==> src/rtl/hazard_ctrl_pkg.sv <==
// Shared opcodes, FSM state encoding and control-bundle type for the hazard sequencer.
package hazard_ctrl_pkg;

  localparam logic [6:0] OP_R_TYPE      = 7'b0110011;
  localparam logic [6:0] OP_I_TYPE_LOAD = 7'b0000011;
  localparam logic [6:0] OP_S_TYPE      = 7'b0100011;
  localparam logic [6:0] OP_B_TYPE      = 7'b1100011;

  typedef enum logic [1:0] {
    ST_RUN     = 2'd0,
    ST_HAZ     = 2'd1,
    ST_MEMWAIT = 2'd2
  } state_t;

  typedef struct packed {
    logic stall_if;
    logic stall_id;
    logic stall_ex;
    logic stall_m;
    logic bubble_ex;
    logic bubble_rb;
    logic flush_id;
  } ctrl_t;

  // x0 is hardwired zero, so it never creates a dependency.
  function automatic logic reg_hit(input logic [4:0] rd, input logic [4:0] rs);
    return (rd != 5'd0) && (rd == rs);
  endfunction

endpackage

==> src/rtl/hazard_ctrl_if.sv <==
// Pipeline-to-hazard-sequencer bundle: decode/EX fields in, stall/flush controls out.
interface hazard_ctrl_if #(
  parameter int CNT_W = 32
);
  logic [31:0]      instr_ID;
  logic [31:0]      instr_EX;
  logic [4:0]       rs1_raddr_ID;
  logic [4:0]       rs2_raddr_ID;
  logic [4:0]       rd_waddr_EX;
  logic             branch_taken_ID;
  logic             dmem_busy_M;
  logic             stall_IF;
  logic             stall_ID;
  logic             stall_EX;
  logic             stall_M;
  logic             bubble_EX;
  logic             bubble_RB;
  logic             flush_ID;
  logic [CNT_W-1:0] stall_cycles;
  logic             wait_timeout;

  modport master (
    output instr_ID, instr_EX, rs1_raddr_ID, rs2_raddr_ID, rd_waddr_EX,
           branch_taken_ID, dmem_busy_M,
    input  stall_IF, stall_ID, stall_EX, stall_M, bubble_EX, bubble_RB,
           flush_ID, stall_cycles, wait_timeout
  );

  modport slave (
    input  instr_ID, instr_EX, rs1_raddr_ID, rs2_raddr_ID, rd_waddr_EX,
           branch_taken_ID, dmem_busy_M,
    output stall_IF, stall_ID, stall_EX, stall_M, bubble_EX, bubble_RB,
           flush_ID, stall_cycles, wait_timeout
  );
endinterface

==> src/rtl/hazard_ctrl_hazard_detect.sv <==
// Combinational detection of hazards the forwarding network cannot cover, with stall length.
module hazard_detect
  import hazard_ctrl_pkg::*;
(
  input  logic [6:0] i_op_id,
  input  logic [6:0] i_op_ex,
  input  logic [4:0] i_rs1,
  input  logic [4:0] i_rs2,
  input  logic [4:0] i_rd,
  output logic       o_hit,
  output logic [1:0] o_need
);
  logic w_m1;
  logic w_m2;

  assign w_m1 = reg_hit(i_rd, i_rs1);
  assign w_m2 = reg_hit(i_rd, i_rs2);

  // Store-data rs2 is forwarded M->EX, so only R-type rs2 counts for load-use.
  always_comb begin
    o_hit  = 1'b0;
    o_need = 2'd0;
    if (i_op_ex == OP_I_TYPE_LOAD && i_op_id == OP_B_TYPE && (w_m1 || w_m2)) begin
      o_hit  = 1'b1;
      o_need = 2'd2;
    end else if (i_op_ex == OP_I_TYPE_LOAD &&
                 ((w_m1 && (i_op_id == OP_R_TYPE || i_op_id == OP_I_TYPE_LOAD ||
                            i_op_id == OP_S_TYPE)) ||
                  (w_m2 && i_op_id == OP_R_TYPE))) begin
      o_hit  = 1'b1;
      o_need = 2'd1;
    end else if (i_op_ex == OP_R_TYPE && i_op_id == OP_B_TYPE && (w_m1 || w_m2)) begin
      o_hit  = 1'b1;
      o_need = 2'd1;
    end
  end
endmodule

==> src/rtl/hazard_ctrl.sv <==
// Stall/flush sequencer for the 5-stage core: hazard FSM, memory-wait freeze, stall and wait counters.
module hazard_ctrl
  import hazard_ctrl_pkg::*;
#(
  parameter int CNT_W    = 32,
  parameter int MAX_WAIT = 64
) (
  input  logic          clk,
  input  logic          rst_n,
  hazard_ctrl_if.slave  bus
);
  localparam int WAIT_W = $clog2(MAX_WAIT + 1);

  state_t           r_state;
  state_t           r_ret;
  logic [1:0]       r_hcnt;
  logic [CNT_W-1:0] r_stall_cnt;
  logic [WAIT_W-1:0] r_wait;
  logic             r_timeout;
  logic             w_hit;
  logic [1:0]       w_need;
  state_t           w_eff;
  ctrl_t            w_ctrl;

  hazard_detect u_detect (
    .i_op_id (bus.instr_ID[6:0]),
    .i_op_ex (bus.instr_EX[6:0]),
    .i_rs1   (bus.rs1_raddr_ID),
    .i_rs2   (bus.rs2_raddr_ID),
    .i_rd    (bus.rd_waddr_EX),
    .o_hit   (w_hit),
    .o_need  (w_need)
  );

  // After a memory wait the cycle is judged as if still in the state we left.
  assign w_eff = (r_state == ST_MEMWAIT) ? r_ret : r_state;

  always_comb begin
    w_ctrl = '0;
    if (bus.dmem_busy_M) begin
      w_ctrl.stall_if  = 1'b1;
      w_ctrl.stall_id  = 1'b1;
      w_ctrl.stall_ex  = 1'b1;
      w_ctrl.stall_m   = 1'b1;
      w_ctrl.bubble_rb = 1'b1;
    end else if (w_eff == ST_HAZ || w_hit) begin
      w_ctrl.stall_if  = 1'b1;
      w_ctrl.stall_id  = 1'b1;
      w_ctrl.bubble_ex = 1'b1;
    end
    w_ctrl.flush_id = bus.branch_taken_ID & ~w_ctrl.stall_id & ~bus.dmem_busy_M;
    if (!rst_n) w_ctrl = '0;
  end

  always_ff @(posedge clk or negedge rst_n) begin
    if (!rst_n) begin
      r_state <= ST_RUN;
      r_ret   <= ST_RUN;
      r_hcnt  <= 2'd0;
    end else if (bus.dmem_busy_M) begin
      r_state <= ST_MEMWAIT;
      if (r_state != ST_MEMWAIT) r_ret <= r_state;
    end else if (w_eff == ST_HAZ) begin
      r_hcnt  <= r_hcnt - 2'd1;
      r_state <= (r_hcnt == 2'd1) ? ST_RUN : ST_HAZ;
    end else if (w_hit) begin
      r_hcnt  <= w_need - 2'd1;
      r_state <= (w_need > 2'd1) ? ST_HAZ : ST_RUN;
    end else begin
      r_state <= ST_RUN;
    end
  end

  always_ff @(posedge clk or negedge rst_n) begin
    if (!rst_n) begin
      r_stall_cnt <= '0;
      r_wait      <= '0;
      r_timeout   <= 1'b0;
    end else begin
      if (w_ctrl.stall_if && r_stall_cnt != '1) r_stall_cnt <= r_stall_cnt + 1'b1;
      if (bus.dmem_busy_M) begin
        if (r_wait != WAIT_W'(MAX_WAIT)) r_wait <= r_wait + 1'b1;
        if (r_wait == WAIT_W'(MAX_WAIT - 1)) r_timeout <= 1'b1;
      end else begin
        r_wait <= '0;
      end
    end
  end

  assign bus.stall_IF     = w_ctrl.stall_if;
  assign bus.stall_ID     = w_ctrl.stall_id;
  assign bus.stall_EX     = w_ctrl.stall_ex;
  assign bus.stall_M      = w_ctrl.stall_m;
  assign bus.bubble_EX    = w_ctrl.bubble_ex;
  assign bus.bubble_RB    = w_ctrl.bubble_rb;
  assign bus.flush_ID     = w_ctrl.flush_id;
  assign bus.stall_cycles = r_stall_cnt;
  assign bus.wait_timeout = r_timeout;
endmodule

==> src/flat_wrapper.sv <==
// flat-port wrapper written by rule: the top's interface ports become plain ports
module hazard_ctrl_flat import hazard_ctrl_pkg::*;
#(
  parameter int CNT_W    = 32,
  parameter int MAX_WAIT = 64
)
  (clk, rst_n, bus_instr_ID, bus_instr_EX, bus_rs1_raddr_ID, bus_rs2_raddr_ID, bus_rd_waddr_EX, bus_branch_taken_ID, bus_dmem_busy_M, bus_stall_IF, bus_stall_ID, bus_stall_EX, bus_stall_M, bus_bubble_EX, bus_bubble_RB, bus_flush_ID, bus_stall_cycles, bus_wait_timeout);
  hazard_ctrl_if #(.CNT_W(CNT_W)) bus_i ();
  input  logic clk;
  input  logic rst_n;
  input wire logic [$bits(bus_i.instr_ID)-1:0] bus_instr_ID;
  input wire logic [$bits(bus_i.instr_EX)-1:0] bus_instr_EX;
  input wire logic [$bits(bus_i.rs1_raddr_ID)-1:0] bus_rs1_raddr_ID;
  input wire logic [$bits(bus_i.rs2_raddr_ID)-1:0] bus_rs2_raddr_ID;
  input wire logic [$bits(bus_i.rd_waddr_EX)-1:0] bus_rd_waddr_EX;
  input wire logic [$bits(bus_i.branch_taken_ID)-1:0] bus_branch_taken_ID;
  input wire logic [$bits(bus_i.dmem_busy_M)-1:0] bus_dmem_busy_M;
  output wire logic [$bits(bus_i.stall_IF)-1:0] bus_stall_IF;
  output wire logic [$bits(bus_i.stall_ID)-1:0] bus_stall_ID;
  output wire logic [$bits(bus_i.stall_EX)-1:0] bus_stall_EX;
  output wire logic [$bits(bus_i.stall_M)-1:0] bus_stall_M;
  output wire logic [$bits(bus_i.bubble_EX)-1:0] bus_bubble_EX;
  output wire logic [$bits(bus_i.bubble_RB)-1:0] bus_bubble_RB;
  output wire logic [$bits(bus_i.flush_ID)-1:0] bus_flush_ID;
  output wire logic [$bits(bus_i.stall_cycles)-1:0] bus_stall_cycles;
  output wire logic [$bits(bus_i.wait_timeout)-1:0] bus_wait_timeout;
  assign bus_i.instr_ID = bus_instr_ID;
  assign bus_i.instr_EX = bus_instr_EX;
  assign bus_i.rs1_raddr_ID = bus_rs1_raddr_ID;
  assign bus_i.rs2_raddr_ID = bus_rs2_raddr_ID;
  assign bus_i.rd_waddr_EX = bus_rd_waddr_EX;
  assign bus_i.branch_taken_ID = bus_branch_taken_ID;
  assign bus_i.dmem_busy_M = bus_dmem_busy_M;
  assign bus_stall_IF = bus_i.stall_IF;
  assign bus_stall_ID = bus_i.stall_ID;
  assign bus_stall_EX = bus_i.stall_EX;
  assign bus_stall_M = bus_i.stall_M;
  assign bus_bubble_EX = bus_i.bubble_EX;
  assign bus_bubble_RB = bus_i.bubble_RB;
  assign bus_flush_ID = bus_i.flush_ID;
  assign bus_stall_cycles = bus_i.stall_cycles;
  assign bus_wait_timeout = bus_i.wait_timeout;
  hazard_ctrl #(.CNT_W(CNT_W), .MAX_WAIT(MAX_WAIT)) u_core (.clk(clk), .rst_n(rst_n), .bus(bus_i));
endmodule
==> config.mk <==
export PLATFORM = sky130hd
export DESIGN_NAME = hazard_ctrl_flat
export DESIGN_NICKNAME = d
export VERILOG_FILES = /design/src/rtl/hazard_ctrl_pkg.sv /design/src/rtl/hazard_ctrl_if.sv /design/src/rtl/hazard_ctrl_hazard_detect.sv /design/src/rtl/hazard_ctrl.sv /design/src/flat_wrapper.sv
export SDC_FILE = /design/constraint.sdc
export NUM_CORES = 1
export LEC_CHECK = 0
export ABC_AREA = 0
export BUFFER_PORTS_ARGS = -buffer_cell sky130_fd_sc_hd__buf_2
export CORE_ASPECT_RATIO = 1.75
export CORE_MARGIN = 4
export CORE_UTILIZATION = 40
export CTS_CLUSTER_SIZE = 24
export DETAILED_ROUTE_END_ITERATION = 12
export GPL_ROUTABILITY_DRIVEN = 1
export PLACE_DENSITY = 0.71
export SLEW_MARGIN = 20
export SYNTH_ARGS = -nofsm -noshare
export SYNTH_HDL_FRONTEND = slang
export SYNTH_SLANG_ARGS = --single-unit
export TNS_END_PERCENT = 50
==> constraint.sdc <==
create_clock -name clk -period 3 [get_ports clk]
set_input_delay 0.3 -clock clk [delete_from_list [all_inputs] [get_ports clk]]
set_output_delay 0.3 -clock clk [all_outputs]
set_load 0.02 [all_outputs]
==> impl_metrics.csv <==
group,metric,value,unit
run_status,outcome,"completed",
cts,holdBufCountCts,0,
place,gp_congestion,0.786,
yosys,netlist_instances,243,
die,die_area,7490,um^2
timing,worst_pin_slew,0.586,ns
global_route,grt_pass1_vias,2218,
cts,htree_levels,2,
layout,final_util,50.4,%
drt,num_vias,2068,
drt,ant_nets,0,
worst_setup_path,rr_worst_depth,7,
global_route,grt.total_usage,15.6,%
drt,avgViaCountPerCell,5.24,
yosys,synth_edf_count,0,
worst_setup_path,startpoint_type,"input pin",
timing,finalSetupTns,0,ns
cts,clk_latency,0.29,ns
yosys,ys_async_sr_fraction,100,%
yosys,synth_cell_type_count,41,
global_route,grt_overflow_total,0,
die,rows,37,
timing,hold_viol,0,
layout,final_cell_mix,"buf_2 (72), dfrtp_1 (46), xnor2_1 (39)",
yosys,synth_fp_nets,330,
drt,dr.pass1.iters,4,
timing,max_freq,421,MHz
die,die_h,112,um
timing,final.setup.worst_slack,0.625,ns
drt,wl,5310,um
layout,nFillCells,591,
pwr,ir_worst_vdd,202,uV
worst_setup_path,endpoint_kind,"primary output",
yosys,synth_area_per_cell,10.1,um^2
drt,drt-initial-drc-count,89,
place,place_worst_setup_slack,0.595,ns
timing,rsz0062_at_grt,"false",
place,dp.cells,388,
worst_setup_path,required,2.70,ns
global_route,antenna_found_initial,0,
layout,num-nets-final,404,
place,io_buffers,72,
worst_setup_path,r2r_setup_slack,0.78,ns
layout,area_growth_syn_to_layout,21.8,%
timing,finalSetupViolCount,0,
cts,clk_pin_slew,0.09,ns
worst_setup_path,path_class,"input pin to primary output",
drt,route.detailed.drc,0,
cts,cts.sinks,46,
layout,register_area,1150,um^2
cts,numCtsBuffers,5,
die,initial_utilization,41.4,%
drt,routedWlPerCell,13.4,um
die,io_pins,123,
timing,maxSlewViolCount,0,
cts,cts_buffer_depth,2,
yosys,synth_flop_cell,"dfrtp_1",
global_route,grt_max_degree,48,
run,cap_violations,0,
global_route,grt_pass1_wl,9470,um
die,dieWidth,67.2,um
cts,root_buffer,"clkbuf_8",
pwr,p_leak,1.44,nW
yosys,synth_warnings,0,
hold_path,hp-class,"input pin to asynchronous set/reset pin",
cts,cts_tree,"built",
die,core-area,5930,um^2
cts,ctsResizeCount,0,
layout,final_common_cell,"buf_2",
yosys,syn_area,2450,um^2
timing,fin_skew,0.00758,ns
layout,multi_input_area,1210,um^2
pwr,p_per_area,503,nW/um^2
timing,period_share,79.2,%
cts,cts_setup_buffers,0,
worst_setup_path,reg2reg_from,"u_core.bus.stall_cycles[6]",
worst_setup_path,arrival,2.07,ns
layout,drive_above_1_share,28.7,%
worst_setup_path,reg2reg_to,"u_core.bus.stall_cycles[1]",
timing,slew_headroom,60.9,%
layout,num_antenna_cells,0,
yosys,ys_ff_latch,46,
yosys,synth_sequential_area_ratio,47.0,%
layout,stdcell_count,395,
timing,finalCriticalPeriod,2.37,ns
worst_setup_path,worstPathMaxFanout,7,
place,dp_hpwl,4160,um
==> layer usage <==
metal  GRT usage, %  wire, um
met5              0         0
met4           4.88        63
met3           2.12       309
met2           29.4      2960
met1           17.3      1970
==> stage by stage <==
step	power [mW]	area, um^2	hold WS, ns
floorplan	0.944	2450	0.00441
global placement	1.05	2870	0.457
detailed placement	1.06	2870	0.465
CTS	1.53	2990	0.146
global route	1.59	2990	0.178
finish	1.50	2990	0.116
==> flip-flops by register name (all words and copies together), names as in the netlist <==
signal and count:
u_core.bus.stall_cycles 32, u_core.bus.wait_timeout 1, u_core.r_hcnt 2, u_core.r_ret 2, u_core.r_state 2, u_core.r_wait 7
==> Yosys cell counts (3+ instances only) <==
master | n | area, um^2
nand3_1 | 13 | 65.1
mux2_2 | 3 | 33.8
nor3_1 | 3 | 15.0
nand2_1 | 19 | 71.3
xor2_1 | 5 | 43.8
dfrtp_1 | 46 | 1150
xnor2_1 | 39 | 342
and4_1 | 3 | 26.3
and3_1 | 10 | 62.6
nand4_1 | 21 | 131
a21oi_1 | 8 | 40.0
inv_1 | 8 | 30.0
nor2_1 | 20 | 75.1
o21ai_0 | 4 | 20.0
buf_4 | 3 | 22.5
and2_1 | 4 | 25.0
ha_1 | 4 | 50.1
==> area by class of cell <==
type | instances | share of cell area, %
Clock buffer | 6 | 2.76
Clock inverter | 1 | 1.01
Inverter | 9 | 1.13
Multi-Input combinational cell | 180 | 40.5
Sequential cell | 46 | 38.5
Tap cell | 78 | 3.27
Timing Repair Buffer | 75 | 12.8
==> worst max-delay path, stage by stage <==
cell and delay (ns):
buf_2 0.13, xnor2_1 0.18, nand3_1 0.09, o32ai_1 0.41, nand4_2 0.23, a21oi_1 0.48, buf_2 0.26
==> power by group <==
group | switching, mW | total, mW | internal [mW]
clock | 0.197 | 0.463 | 0.267
combinational | 0.167 | 0.292 | 0.125
sequential | 0.0694 | 0.749 | 0.679
total | 0.433 | 1.50 | 1.07
==> worst max path at each step <==
stage / from / endpoint / slack [ns] / cells past startpoint
6_report: bus_rd_waddr_EX[2] / bus_stall_ID / 0.63 / 7
5_1_grt: bus_rd_waddr_EX[4] / bus_stall_IF / 0.47 / 7
4_1_cts: bus_rd_waddr_EX[2] / bus_stall_ID / 0.60 / 7
3_5_place_dp: bus_rd_waddr_EX[2] / u_core.bus.stall_cycles[1] / 0.60 / 8
3_3_place_gp: bus_rd_waddr_EX[3] / u_core.bus.stall_cycles[1] / 0.64 / 8
2_1_floorplan: bus_rd_waddr_EX[4] / bus_stall_IF / 0.78 / 6
==> kinds of logic after synthesis <==
| logic type | Yosys count | synth area share, % |
|---|---|---|
| mux | 4 | 1.79 |
| flops | 46 | 47.0 |
| xor+xnor | 44 | 15.7 |
| fa+ha+maj | 4 | 2.04 |
| buf+inv | 17 | 3.73 |
| simple gates | 108 | 24.3 |
| compound gates | 20 | 5.46 |
No activity file was read; power rests on OpenSTA's default activity.
